==> src/rtl/hazard_if.sv <==
// hazard_if: bundle between the 5-stage pipeline and hazard_ctrl.
// The pipeline side (master) drives the hazard sources. The controller
// side (slave) returns stall/flush strobes, FSM status and the two
// performance counters.
interface hazard_if #(
  parameter int REG_W = 5
);
  // Hazard sources from the pipeline
  logic [REG_W-1:0] id_rs1;
  logic [REG_W-1:0] id_rs2;
  logic             id_use_rs1;
  logic             id_use_rs2;
  logic [REG_W-1:0] ex_rd;
  logic             ex_mem_read;
  logic             ex_redirect;
  logic             halt_req;
  logic             resume;
  logic             mem_req;
  logic             mem_ready;

  // Per-stage control strobes (combinational)
  logic             pc_stall;
  logic             if_id_stall;
  logic             if_id_flush;
  logic             id_ex_stall;
  logic             id_ex_flush;
  logic             ex_mem_stall;
  logic             mem_wb_flush;

  // Registered status
  logic             halted;
  logic             timeout_err;
  logic [1:0]       state;

  // Performance counters (zero unless HAZARD_PERF_CNT_EN is defined)
  logic [31:0]      stall_cycles;
  logic [31:0]      flush_events;

  // Pipeline side: drives hazard sources, observes control
  modport master (
    output id_rs1, id_rs2, id_use_rs1, id_use_rs2,
    output ex_rd, ex_mem_read, ex_redirect, halt_req, resume,
    output mem_req, mem_ready,
    input  pc_stall, if_id_stall, if_id_flush,
    input  id_ex_stall, id_ex_flush, ex_mem_stall, mem_wb_flush,
    input  halted, timeout_err, state,
    input  stall_cycles, flush_events
  );

  // Controller side: observes hazard sources, drives control
  modport slave (
    input  id_rs1, id_rs2, id_use_rs1, id_use_rs2,
    input  ex_rd, ex_mem_read, ex_redirect, halt_req, resume,
    input  mem_req, mem_ready,
    output pc_stall, if_id_stall, if_id_flush,
    output id_ex_stall, id_ex_flush, ex_mem_stall, mem_wb_flush,
    output halted, timeout_err, state,
    output stall_cycles, flush_events
  );
endinterface

==> src/rtl/hazard_ctrl.sv <==
// hazard_ctrl: central stall/flush sequencer for the 5-stage RISC-V core.
// Detects load-use hazards, EX redirects, data-memory waits and halt
// requests, and runs a RUN / MEM_WAIT / HALT FSM with a wait timeout.
// Strobes are combinational from the registered state and current inputs.
// Optional performance counters are enabled by defining HAZARD_PERF_CNT_EN.
module hazard_ctrl #(
  parameter int MAX_WAIT = 64,  // legal 2..255
  parameter int REG_W    = 5
) (
  input  logic     clk,
  input  logic     rst,         // asynchronous, active low
  hazard_if.slave  hz
);

  typedef enum logic [1:0] {
    S_RUN      = 2'd0,
    S_MEM_WAIT = 2'd1,
    S_HALT     = 2'd2
  } state_e;

  // Counter value on which a further unready cycle declares a timeout.
  localparam logic [7:0] WAIT_LAST = 8'(MAX_WAIT - 1);

  state_e           state_q;
  logic [7:0]       wait_cnt_q;
  logic             halted_q;
  logic             timeout_q;

  logic [REG_W-1:0] ex_rd_w;
  logic             load_use;
  logic             mem_block;
  logic             freeze;
  logic             in_halt;
  logic             run_rules;
  logic             take_halt;
  logic             take_redir;
  logic             take_lu;

  assign ex_rd_w = hz.ex_rd;

  // Hazard detection and per-stage strobe generation
  always_comb begin
    load_use  = hz.ex_mem_read && (ex_rd_w != '0) &&
                ((hz.id_use_rs1 && (hz.id_rs1 == ex_rd_w)) ||
                 (hz.id_use_rs2 && (hz.id_rs2 == ex_rd_w)));
    mem_block = hz.mem_req && !hz.mem_ready;

    // Whole pipeline freezes while a data access is outstanding. Once in
    // MEM_WAIT only mem_ready releases it.
    freeze    = ((state_q == S_RUN) && mem_block) ||
                ((state_q == S_MEM_WAIT) && !hz.mem_ready);
    in_halt   = (state_q == S_HALT);

    // Rules below the memory freeze, in priority order
    run_rules  = !freeze && !in_halt;
    take_halt  = run_rules && hz.halt_req;
    take_redir = run_rules && !hz.halt_req && hz.ex_redirect;
    take_lu    = run_rules && !hz.halt_req && !hz.ex_redirect && load_use;

    hz.pc_stall     = freeze || take_halt || take_lu || in_halt;
    hz.if_id_stall  = freeze || take_lu || in_halt;
    hz.if_id_flush  = take_halt || take_redir;
    hz.id_ex_stall  = freeze;
    hz.id_ex_flush  = take_halt || take_redir || take_lu || in_halt;
    // In HALT the older instructions keep draining through EX/MEM.
    hz.ex_mem_stall = freeze;
    hz.mem_wb_flush = freeze;
  end

  // Sequencer FSM: state, wait counter, halted and sticky timeout flag
  always_ff @(posedge clk or negedge rst) begin
    if (!rst) begin
      state_q    <= S_RUN;
      wait_cnt_q <= 8'd0;
      halted_q   <= 1'b0;
      timeout_q  <= 1'b0;
    end else begin
      unique case (state_q)
        S_RUN: begin
          if (mem_block) begin
            state_q    <= S_MEM_WAIT;
            wait_cnt_q <= 8'd1;
          end else if (hz.halt_req) begin
            state_q  <= S_HALT;
            halted_q <= 1'b1;
          end
        end
        S_MEM_WAIT: begin
          if (!hz.mem_ready) begin
            if (wait_cnt_q == WAIT_LAST) begin
              // Memory never answered: park the core and flag it.
              timeout_q  <= 1'b1;
              state_q    <= S_HALT;
              halted_q   <= 1'b1;
              wait_cnt_q <= 8'd0;
            end else begin
              wait_cnt_q <= wait_cnt_q + 8'd1;
            end
          end else begin
            wait_cnt_q <= 8'd0;
            if (hz.halt_req) begin
              state_q  <= S_HALT;
              halted_q <= 1'b1;
            end else begin
              state_q <= S_RUN;
            end
          end
        end
        S_HALT: begin
          if (hz.resume) begin
            state_q  <= S_RUN;
            halted_q <= 1'b0;
          end
        end
        default: begin
          state_q    <= S_RUN;
          halted_q   <= 1'b0;
          wait_cnt_q <= 8'd0;
        end
      endcase
    end
  end

  assign hz.state       = state_q;
  assign hz.halted      = halted_q;
  assign hz.timeout_err = timeout_q;

`ifdef HAZARD_PERF_CNT_EN
  logic [31:0] stall_cycles_q;
  logic [31:0] flush_events_q;
  logic [31:0] stall_cycles_d;
  logic [31:0] flush_events_d;

  // Next counter values; both wrap naturally at 32 bits
  always_comb begin
    stall_cycles_d = stall_cycles_q;
    flush_events_d = flush_events_q;
    if (hz.pc_stall) begin
      stall_cycles_d = stall_cycles_q + 32'd1;
    end
    if (hz.if_id_flush || hz.id_ex_flush) begin
      flush_events_d = flush_events_q + 32'd1;
    end
  end

  // Performance counter registers
  always_ff @(posedge clk or negedge rst) begin
    if (!rst) begin
      stall_cycles_q <= 32'd0;
      flush_events_q <= 32'd0;
    end else begin
      stall_cycles_q <= stall_cycles_d;
      flush_events_q <= flush_events_d;
    end
  end

  assign hz.stall_cycles = stall_cycles_q;
  assign hz.flush_events = flush_events_q;
`else
  assign hz.stall_cycles = 32'd0;
  assign hz.flush_events = 32'd0;
`endif

endmodule

==> src/flat_wrapper.sv <==
// flat-port wrapper written by rule: the top's interface ports become plain ports
module hazard_ctrl_flat 
#(
  parameter int MAX_WAIT = 64,                 
  parameter int REG_W    = 5
)
  (clk, rst, hz_id_rs1, hz_id_rs2, hz_id_use_rs1, hz_id_use_rs2, hz_ex_rd, hz_ex_mem_read, hz_ex_redirect, hz_halt_req, hz_resume, hz_mem_req, hz_mem_ready, hz_pc_stall, hz_if_id_stall, hz_if_id_flush, hz_id_ex_stall, hz_id_ex_flush, hz_ex_mem_stall, hz_mem_wb_flush, hz_halted, hz_timeout_err, hz_state, hz_stall_cycles, hz_flush_events);
  hazard_if #(.REG_W(REG_W)) hz_i ();
  input  logic clk;
  input  logic rst;
  input wire logic [$bits(hz_i.id_rs1)-1:0] hz_id_rs1;
  input wire logic [$bits(hz_i.id_rs2)-1:0] hz_id_rs2;
  input wire logic [$bits(hz_i.id_use_rs1)-1:0] hz_id_use_rs1;
  input wire logic [$bits(hz_i.id_use_rs2)-1:0] hz_id_use_rs2;
  input wire logic [$bits(hz_i.ex_rd)-1:0] hz_ex_rd;
  input wire logic [$bits(hz_i.ex_mem_read)-1:0] hz_ex_mem_read;
  input wire logic [$bits(hz_i.ex_redirect)-1:0] hz_ex_redirect;
  input wire logic [$bits(hz_i.halt_req)-1:0] hz_halt_req;
  input wire logic [$bits(hz_i.resume)-1:0] hz_resume;
  input wire logic [$bits(hz_i.mem_req)-1:0] hz_mem_req;
  input wire logic [$bits(hz_i.mem_ready)-1:0] hz_mem_ready;
  output wire logic [$bits(hz_i.pc_stall)-1:0] hz_pc_stall;
  output wire logic [$bits(hz_i.if_id_stall)-1:0] hz_if_id_stall;
  output wire logic [$bits(hz_i.if_id_flush)-1:0] hz_if_id_flush;
  output wire logic [$bits(hz_i.id_ex_stall)-1:0] hz_id_ex_stall;
  output wire logic [$bits(hz_i.id_ex_flush)-1:0] hz_id_ex_flush;
  output wire logic [$bits(hz_i.ex_mem_stall)-1:0] hz_ex_mem_stall;
  output wire logic [$bits(hz_i.mem_wb_flush)-1:0] hz_mem_wb_flush;
  output wire logic [$bits(hz_i.halted)-1:0] hz_halted;
  output wire logic [$bits(hz_i.timeout_err)-1:0] hz_timeout_err;
  output wire logic [$bits(hz_i.state)-1:0] hz_state;
  output wire logic [$bits(hz_i.stall_cycles)-1:0] hz_stall_cycles;
  output wire logic [$bits(hz_i.flush_events)-1:0] hz_flush_events;
  assign hz_i.id_rs1 = hz_id_rs1;
  assign hz_i.id_rs2 = hz_id_rs2;
  assign hz_i.id_use_rs1 = hz_id_use_rs1;
  assign hz_i.id_use_rs2 = hz_id_use_rs2;
  assign hz_i.ex_rd = hz_ex_rd;
  assign hz_i.ex_mem_read = hz_ex_mem_read;
  assign hz_i.ex_redirect = hz_ex_redirect;
  assign hz_i.halt_req = hz_halt_req;
  assign hz_i.resume = hz_resume;
  assign hz_i.mem_req = hz_mem_req;
  assign hz_i.mem_ready = hz_mem_ready;
  assign hz_pc_stall = hz_i.pc_stall;
  assign hz_if_id_stall = hz_i.if_id_stall;
  assign hz_if_id_flush = hz_i.if_id_flush;
  assign hz_id_ex_stall = hz_i.id_ex_stall;
  assign hz_id_ex_flush = hz_i.id_ex_flush;
  assign hz_ex_mem_stall = hz_i.ex_mem_stall;
  assign hz_mem_wb_flush = hz_i.mem_wb_flush;
  assign hz_halted = hz_i.halted;
  assign hz_timeout_err = hz_i.timeout_err;
  assign hz_state = hz_i.state;
  assign hz_stall_cycles = hz_i.stall_cycles;
  assign hz_flush_events = hz_i.flush_events;
  hazard_ctrl #(.MAX_WAIT(MAX_WAIT), .REG_W(REG_W)) u_core (.clk(clk), .rst(rst), .hz(hz_i));
endmodule
==> config.mk <==
export PLATFORM = sky130hd
export DESIGN_NAME = hazard_ctrl_flat
export DESIGN_NICKNAME = d
export VERILOG_FILES = /design/src/rtl/hazard_if.sv /design/src/rtl/hazard_ctrl.sv /design/src/flat_wrapper.sv
export SDC_FILE = /design/constraint.sdc
export NUM_CORES = 1
export LEC_CHECK = 0
export ABC_AREA = 1
export CORE_ASPECT_RATIO = 0.7
export CORE_MARGIN = 8
export CORE_UTILIZATION = 36
export DETAILED_ROUTE_END_ITERATION = 6
export HOLD_SLACK_MARGIN = 0.12
export PLACE_DENSITY = 0.82
export SETUP_SLACK_MARGIN = 0.15
export SLEW_MARGIN = 20
export SYNTH_ARGS = -nofsm -noshare
export SYNTH_HDL_FRONTEND = slang
export SYNTH_SLANG_ARGS = --single-unit
==> constraint.sdc <==
create_clock -name clk -period 1.7 [get_ports clk]
set_input_delay 0.255 -clock clk [delete_from_list [all_inputs] [get_ports clk]]
set_output_delay 0.255 -clock clk [all_outputs]
set_load 0.01 [all_outputs]
# Word-level counts from Yosys, hierarchy flattened
# Cells that the tools add are included.
# Widths: inputs -> output; s select.
dict set report classes {
  add_sub_neg 1
  n_eq_ne 10
  mux 17
  bitwise_logic 2
  n_reduce_logical 34
}
# operator count
set op_table {}
lappend op_table {{$mux 8} 3}
lappend op_table {{$pmux 8 s3} 1}
lappend op_table {{$logic_and 1x1->1} 13}
lappend op_table {{$mux 2} 6}
lappend op_table {{$eq 5x5->1} 2}
lappend op_table {{$logic_or 1x1->1} 10}
lappend op_table {{$reduce_and 3->1} 3}
lappend op_table {{$add 8x1->8 const B} 1}
lappend op_table {{$eq 8x6->1 const B} 1}
lappend op_table {{$pmux 2 s3} 1}
lappend op_table {{$logic_not 1->1} 5}
lappend op_table {{$mux 1} 5}
lappend op_table {{$reduce_bool 5->1} 1}
lappend op_table {{$ne 2x2->1 const B} 2}
lappend op_table {{$ne 3x2->1 const B} 1}
lappend op_table {{$ne 3x3->1 const B} 1}
lappend op_table {{$pmux 1 s3} 1}
lappend op_table {{$eq 2x1->1 const B} 1}
lappend op_table {{$eq 2x2->1 const B} 1}
lappend op_table {{$logic_not 2->1} 1}
lappend op_table {{$ne 2x1->1 const B} 1}
lappend op_table {{$not 1->1} 2}
lappend op_table {{$reduce_and 2->1} 1}
dict set report totals {
  register_bits 12
  input_bits 25
  out_inout_bits 75
}

# Longest topological paths before layout
# Gate-level depths: netlist of the first run.
dict set report logic_depth {
  word_depth 11
  mapped_depth 9
}

# Worst setup path before layout of the first run
# Ideal clock, no wire load.
dict set report synth_path {
  kind {register to output}
  from {register u_core.state_q[1], in the netlist u_core.hz.state[1]}
  to {output port hz_id_ex_flush}
  arrival_ps 1153
  t_required_ps 1445
  setup_slack_ps 292
  path_stages_with_launch 7
  n_path_buf 0
  path_cell_list {dfrtp_1 > nor2_1 > nand3_2 > nand3_1 > inv_1 > o21ai_2 > nand3_1}
}
dict set report synth_via {
  elab_chain_cells 10
}
# element line
set synth_lines {}
lappend synth_lines {{from (decl)} hazard_ctrl.sv:24} ;# state_e state_q;
lappend synth_lines {{from (signal assigned)} hazard_ctrl.sv:73} ;# state_q <= S_RUN;
lappend synth_lines {{from (signal assigned)} hazard_ctrl.sv:81} ;# state_q <= S_MEM_WAIT;
lappend synth_lines {{from (signal assigned)} hazard_ctrl.sv:84} ;# state_q <= S_HALT;
lappend synth_lines {{$eq 2x1->1 / $logic_not 2->1 (equally long branches)} {hazard_ctrl.sv:51, hazard_ctrl.sv:50}}
lappend synth_lines {{$logic_and 1x1->1, on equally long branches} {hazard_ctrl.sv:51, hazard_ctrl.sv:50}}
lappend synth_lines {{$logic_or 1x1->1} hazard_ctrl.sv:50} ;# freeze = ((state_q == S_RUN) && mem_block) ||
lappend synth_lines {{$logic_not 1->1} hazard_ctrl.sv:55} ;# run_rules = !freeze && !in_halt;
lappend synth_lines {{$logic_and 1x1->1} hazard_ctrl.sv:55}
lappend synth_lines {{$logic_and 1x1->1} {hazard_ctrl.sv:57, hazard_ctrl.sv:58}}
lappend synth_lines {{$logic_and 1x1->1, on equally long branches} {hazard_ctrl.sv:57, hazard_ctrl.sv:58}}
lappend synth_lines {{$logic_or 1x1->1 / $logic_and 1x1->1 (equally long branches)} {hazard_ctrl.sv:64, hazard_ctrl.sv:58}}
lappend synth_lines {{$logic_or 1x1->1} hazard_ctrl.sv:64} ;# hz.id_ex_flush = take_halt || take_redir || take_lu || in_halt;
lappend synth_lines {{$logic_or 1x1->1 (*)} hazard_ctrl.sv:64}
lappend synth_lines {{to (decl)} flat_wrapper.sv:26} ;# output wire logic [$bits(hz_i.id_ex_flush)-1:0] hz_id_ex_flush;
# Mark *: on every way between the ends. The rest lies on a longest branch, timed or not.

# Final worst setup path of the first run
dict set report layout_path {
  from {input port hz_halt_req}
  to {output port hz_if_id_stall}
}
dict set report layout_via {
  elab_chain_cells 6
}
# element line
set layout_lines {}
lappend layout_lines {{from (decl)} flat_wrapper.sv:18} ;# input wire logic [$bits(hz_i.halt_req)-1:0] hz_halt_req;
lappend layout_lines {{$logic_not 1->1} hazard_ctrl.sv:58} ;# take_lu = run_rules && !hz.halt_req && !hz.ex_redirect && load_use;
lappend layout_lines {{$logic_and 1x1->1 (3 in a row)} hazard_ctrl.sv:58}
lappend layout_lines {{$logic_or 1x1->1 (2 in a row)} hazard_ctrl.sv:61} ;# hz.if_id_stall = freeze || take_lu || in_halt;
lappend layout_lines {{to (decl)} flat_wrapper.sv:23} ;# output wire logic [$bits(hz_i.if_id_stall)-1:0] hz_if_id_stall;
# No other way between the ends.

==> results of run 1 <==
cell usage after synthesis (2+ instances only):
library cell / number / area, µm²
nand3_1: 11 / 55.1
inv_1: 26 / 97.6
nand4_1: 3 / 18.8
nor2_2: 2 / 12.5
o21ai_0: 3 / 15.0
a21oi_1: 2 / 10.0
o21ai_2: 2 / 17.5
nand2_1: 60 / 225
nand2_2: 2 / 12.5
nor2_1: 20 / 75.1
dfrtp_1: 12 / 300
buf_4: 66 / 495
inv_2: 2 / 7.51
per-layer routing:
layer | global-route usage [%] | share of wire (%) | vias up | routed length, µm
met3 | 3.03 | 7.1 | 4 | 282
met4 | 2.49 | 0.85 | 0 | 34
met1 | 12.3 | 40 | 616 | 1590
li1 | - | - | 660 | -
met5 | 0 | 0 | - | 0
met2 | 19.8 | 52 | 56 | 2090
what timing repair did:
action | 4_1_cts | 5_1_grt
hold endpoints to repair | 0 | 0
resized for setup | 54 | 29
pin swaps | 10 | 14
setup endpoints to repair | 9 | 12
setup buffers | 2 | 2
worst register-to-register path, cell delays in order (launching register included):
cell and delay [ns]:
dfrtp_1 0.40, ha_1 0.20, nand2_1 0.12, nor2_4 0.15, nand4_4 0.15, a21oi_4 0.25
nor2_1 0.08
through the flow:
step | utilization [%] | setup slack, ns | cell area, µm²
2_1_floorplan | - | 0.292 | 1690
3_3_place_gp | 43.5 | -0.472 | 1700
3_5_place_dp | 43.5 | -0.456 | 1700
4_1_cts | 45.1 | 0.0474 | 1760
5_1_grt | 48.6 | -0.0165 | 1890
6_report | 48.6 | 0.0301 | 1890
final cells by class:
type	count	area, µm²	area share (%)
Multi-Input combinational cell	181	897	47.4
Timing Repair Buffer	51	462	24.4
Clock buffer	4	55.1	2.91
Sequential cell	12	303	16.0
Tap cell	52	65.1	3.43
Inverter	29	113	5.94
layout by cell type (no fill, tap or decap), drive strengths merged:
cell type and n:
a21oi 3, buf 23, clkbuf 4, clkdlybuf4s50 12
clkinv 1, conb 64, dfrtp 12, dlygate4sd2 12
dlymetal6s2s 4, ha 1, inv 28, nand2 62
nand3 12, nand4 4, nor2 22, nor3 1
nor3b 1, o211ai 1, o21ai 6, o21bai 1
o22ai 1, or2 1, xor2 1
power groups by stage:
stage / clock network [mW] / registers [mW] / logic (mW)
6_report: 0.317 / 0.419 / 1.08
5_1_grt: 0.338 / 0.427 / 1.17
4_1_cts: 0.318 / 0.412 / 0.902
3_5_place_dp: 0 / 0.403 / 0.919
3_3_place_gp: 0 / 0.401 / 0.897
2_1_floorplan: 0 / 0.411 / 0.573
registers in the layout (all words and copies together) (netlist names):
signal	flops
u_core.wait_cnt_q	8
u_core.hz.state	2
u_core.hz.halted	1
u_core.hz.timeout_err	1
final timing paths:
path                            cells past startpoint  slack (ns)                              start                                end
worst max register to register                      6        0.24   u_core.wait_cnt_q[0]$_DFFE_PN0P_   u_core.wait_cnt_q[2]$_DFFE_PN0P_
worst max-delay path                                7        0.03                        hz_halt_req                     hz_if_id_stall
min in group clk                                    1        0.48  u_core.hz.timeout_err$_DFFE_PN0P_  u_core.hz.timeout_err$_DFFE_PN0P_
max in group asynchronous                           1        0.96                                rst     u_core.hz.state[0]$_DFFE_PN0P_
worst min register to register                      1        0.48  u_core.hz.timeout_err$_DFFE_PN0P_  u_core.hz.timeout_err$_DFFE_PN0P_
worst min-delay path                                1        0.36                                rst   u_core.wait_cnt_q[5]$_DFFE_PN0P_
cells by family (layout without fill, tap and decap cells):
family                     count (synthesis)  in the layout  share of synthesized area, %
AOI/OAI and AO/OA                         12             12                          5.35
xor gates and xnor gates                   1              1                         0.604
adders and majority gates                  1              1                         0.862
buffers and inverters                     95             84                          41.7
DFF                                       12             12                          20.7
other                                      1             64                         0.258
and+or+nand+nor                          103            103                          30.5
==> impl_metrics.toml, run 1 <==
[worst_setup_path]
critPathKind = "in2out"
cp_top_family = "buffers and inverters"
worstPathArrival_ns = 1.41
cp-end-kind = "primary output"
critical-path-slowest-cell = "clkdlybuf4s50_1"
crit_path_start_kind = "primary input"
path_cells = "clkdlybuf4s50_1 > nor3b_2 > o21ai_2 > nor2_4 > nand2_2 > nand2_1 > buf_2"
cp.required_ns = 1.44
max_stage_delay_ns = 0.45
cp.buffers_inverters = 2
cp_max_fo = 3

[floorplanning]
start_util_pct = 37.2
ios = 100
rows = 19
fp.dieArea_mm2 = 0.00635
core-area_mm2 = 0.00390
die_h_um = 69.1
dieWidth_um = 91.9

[yosys]
async_flop_share_pct = 100
yosys_warnings = 0
synth_seq_cells = 12
avgSynthCellArea_um2 = 6.45
synth_edf_count = 0
synth_flop_cell = "dfrtp_1"
syn_inst = 225
synth_cell_types = 27
synth_seq_area_share_pct = 20.7
syn_area_mm2 = 0.00145

[pwr]
switchingPower_mw = 0.776
p_seq_share_pct = 23.1
p_int_mw = 1.04
ir_drop_uv = 602
p_clk_share_pct = 17.5
leakagePower_nw = 1.10
swShare_pct = 42.8
finalPower_mw = 1.82
comb_power_share_pct = 59.4
power_density_mw_per_mm2 = 958

[cts]
cts_root_buffer = "clkbuf_8"
clock-sinks = 12
numCtsBuffers = 3
ctsHoldBuffers = 0
clkLatencyLatePin_ns = 0.24
htreeDepth = 1
cts_tree = "done"
cts_buffer_depth = 2
clkTransAtPathRegs_ns = 0.05

[detailed_routing]
avgViaCountPerCell = 4.06
drc = 0
ant_nets = 0
avgRoutedWirePerCell_um = 12.1
via_count = 1336
dr.pass1.iters = 4
wl_um = 3990
drt-initial-drc-count = 79

[sta]
setup_viol = 0
holdWs_ns = 0.360
report.final.slew_viol_count = 0
period_share_pct = 98.2
max_freq_mhz = 599
tightest_slew_ns = 0.530
setup_tns_ns = 0
rsz0062_at_grt = "true"
period_needed_ns = 1.67
hold_violations = 0
skew_ns = 0.000249
slew_headroom_pct = 64.5

[final_layout]
drive_above_1_share_pct = 22.0
diodes = 0
nets = 304
n_fill_cell = 389
area_delta_synth_final_pct = 30.5
final_cells = 329

[global_route]
overflow = 0
grt_pass1_wl_um = 5840
grt_max_degree = 13
grt_usage_pct = 10.9
grt_pass1_vias = 1235
antenna_found_initial = 0

[placement]
placed_cells = 321
routabilityCongestion = 0.884
port_buffers = 35
dp.final_hpwl_um = 3170

[hold_path]
hold_path.class = "in2async"

[run_status]
outcome = "finished clean"

[run]
maxCapViolCount = 0
Power figures use the tool's default switching activity.
==> run 2, diff against run 1 <==
- CELL_PAD_IN_SITES_DETAIL_PLACEMENT: default -> 1
- CELL_PAD_IN_SITES_GLOBAL_PLACEMENT: default -> 2
- CORE_UTILIZATION: 36 -> 17
- PLACE_DENSITY: 0.82 -> default
- PLACE_DENSITY_LB_ADDON: default -> 0.1
==> impl_metrics.toml, run 2 (synthesis results as in run 1) <==
[pwr]
finalPower_mw = 2.12
power_density_mw_per_mm2 = 1020
ir_drop_uv = 305
leakagePower_nw = 1.16

[worst_setup_path]
cp.required_ns = 1.44
critPathKind = "reg2out"
cp-end-kind = "primary output"
worstPathArrival_ns = 1.39
crit_path_start_kind = "register"
cp_max_fo = 4

[sta]
period_needed_ns = 1.64
hold_violations = 0
period_share_pct = 96.7
skew_ns = 0.00146
fin_ws_ns = 0.0553
setup_viol = 0
max_freq_mhz = 608
rsz0062_at_grt = "true"
report.final.slew_viol_count = 0
setup_tns_ns = 0

[placement]
port_buffers = 35
routabilityCongestion = 0.660
placed_cells = 381
pre_cts_ws_ns = -0.541
dp.final_hpwl_um = 4080

[final_layout]
largest_reg_flops = 8
largest-register = "u_core.wait_cnt_q"
final_common_cell = "conb_1"
area_delta_synth_final_pct = 43.4
final_cells = 393
layout_common_cells = "64 x conb_1, 52 x nand2_1, 27 x buf_4, 22 x inv_1, 16 x dlygate4sd2_1"
diodes = 0
drive_above_1_share_pct = 26.4
nets = 315

[detailed_routing]
via_count = 1333
dr.pass1.iters = 3
drc = 0
avgViaCountPerCell = 3.39
avgRoutedWirePerCell_um = 11.7
wl_um = 4600
ant_nets = 0
drt-initial-drc-count = 14

[global_route]
grt_pass1_vias = 1501
antenna_found_initial = 0
overflow = 0
grt_pass1_wl_um = 7270
grt_max_degree = 13
grt_usage_pct = 7.53

[cts]
cts_root_buffer = "clkbuf_16"
cts_buffer_depth = 2
clkLatencyLatePin_ns = 0.24
htreeDepth = 1
clock-sinks = 12
clkTransAtPathRegs_ns = 0.04
numCtsBuffers = 3
cts_tree = "done"

[floorplanning]
die_h_um = 93.3
fp.dieArea_mm2 = 0.0118
core-area_mm2 = 0.00837
ios = 100
rows = 28
start_util_pct = 17.3
dieWidth_um = 126

[run_status]
outcome = "finished clean"

[hold_path]
hold_path.class = "in2async"

[run]
maxCapViolCount = 0
## run 2: per-stage QoR
stage	instance area [µm²]	utilization [%]	hold WS (ns)
6_report	2080	24.9	0.329
5_1_grt	2080	24.9	0.348
4_1_cts	1950	23.3	0.334
3_5_place_dp	1820	21.7	0.476
3_3_place_gp	1820	21.7	0.469
2_1_floorplan	1690	-	-0.0406
## run 2: final cells by class
| cell class | instances | area [µm²] |
|---|---|---|
| fillers | 1046 | 6290 |
| multi-input cells | 181 | 913 |
| inverters | 29 | 110 |
| clock buffers | 4 | 88.8 |
| flip-flops and latches | 12 | 303 |
| well taps | 105 | 131 |
| repair buffers | 62 | 536 |
## run 2: path summary, 6_finish.rpt
check                                             startpoint                                 to  slack [ns]  depth (start not counted)
hold reg to reg            u_core.hz.timeout_err$_DFFE_PN0P_  u_core.hz.timeout_err$_DFFE_PN0P_        0.48                          1
setup reg to reg            u_core.wait_cnt_q[0]$_DFFE_PN0P_       u_core.hz.halted$_DFFE_PN0P_        0.28                          8
max in group asynchronous                                rst     u_core.hz.state[0]$_DFFE_PN0P_        1.19                          2
setup / recovery              u_core.hz.state[1]$_DFFE_PN0P_                     hz_id_ex_flush        0.06                          7
hold / removal                                           rst   u_core.wait_cnt_q[5]$_DFFE_PN0P_        0.33                          2
min in group clk           u_core.hz.timeout_err$_DFFE_PN0P_  u_core.hz.timeout_err$_DFFE_PN0P_        0.48                          1
## run 2: power breakdown
group	switching, mW	internal (mW)
registers	0.0765	0.347
clock network	0.126	0.355
logic	0.620	0.594
## run 2: what timing repair did
item / 4_1_cts / 5_1_grt
setup endpoints to repair: 9 / 12
pin swaps: 10 / 8
gates resized for setup: 64 / 25
setup buffers: 4 / 4
hold buffers: 0 / 0
## run 2: worst max-delay path: stages (launching register included)
cell     delay (ns)
dfrtp_2        0.46
nor2_4         0.15
nand3_4        0.09
nand3_4        0.11
inv_2          0.05
o21ai_2        0.07
nand3_2        0.09
buf_6          0.12
## run 2: per-layer routing
| metal | wire length (µm) | up-vias | track usage [%] | part of all wire, % |
|---|---|---|---|---|
| met4 | 23 | 0 | 1.20 | 0.50 |
| met2 | 1960 | 60 | 12.0 | 43 |
| li1 | - | 682 | - | - |
| met5 | 0 | - | 0 | 0 |
| met1 | 2380 | 589 | 10.4 | 52 |
| met3 | 241 | 2 | 1.59 | 5.2 |
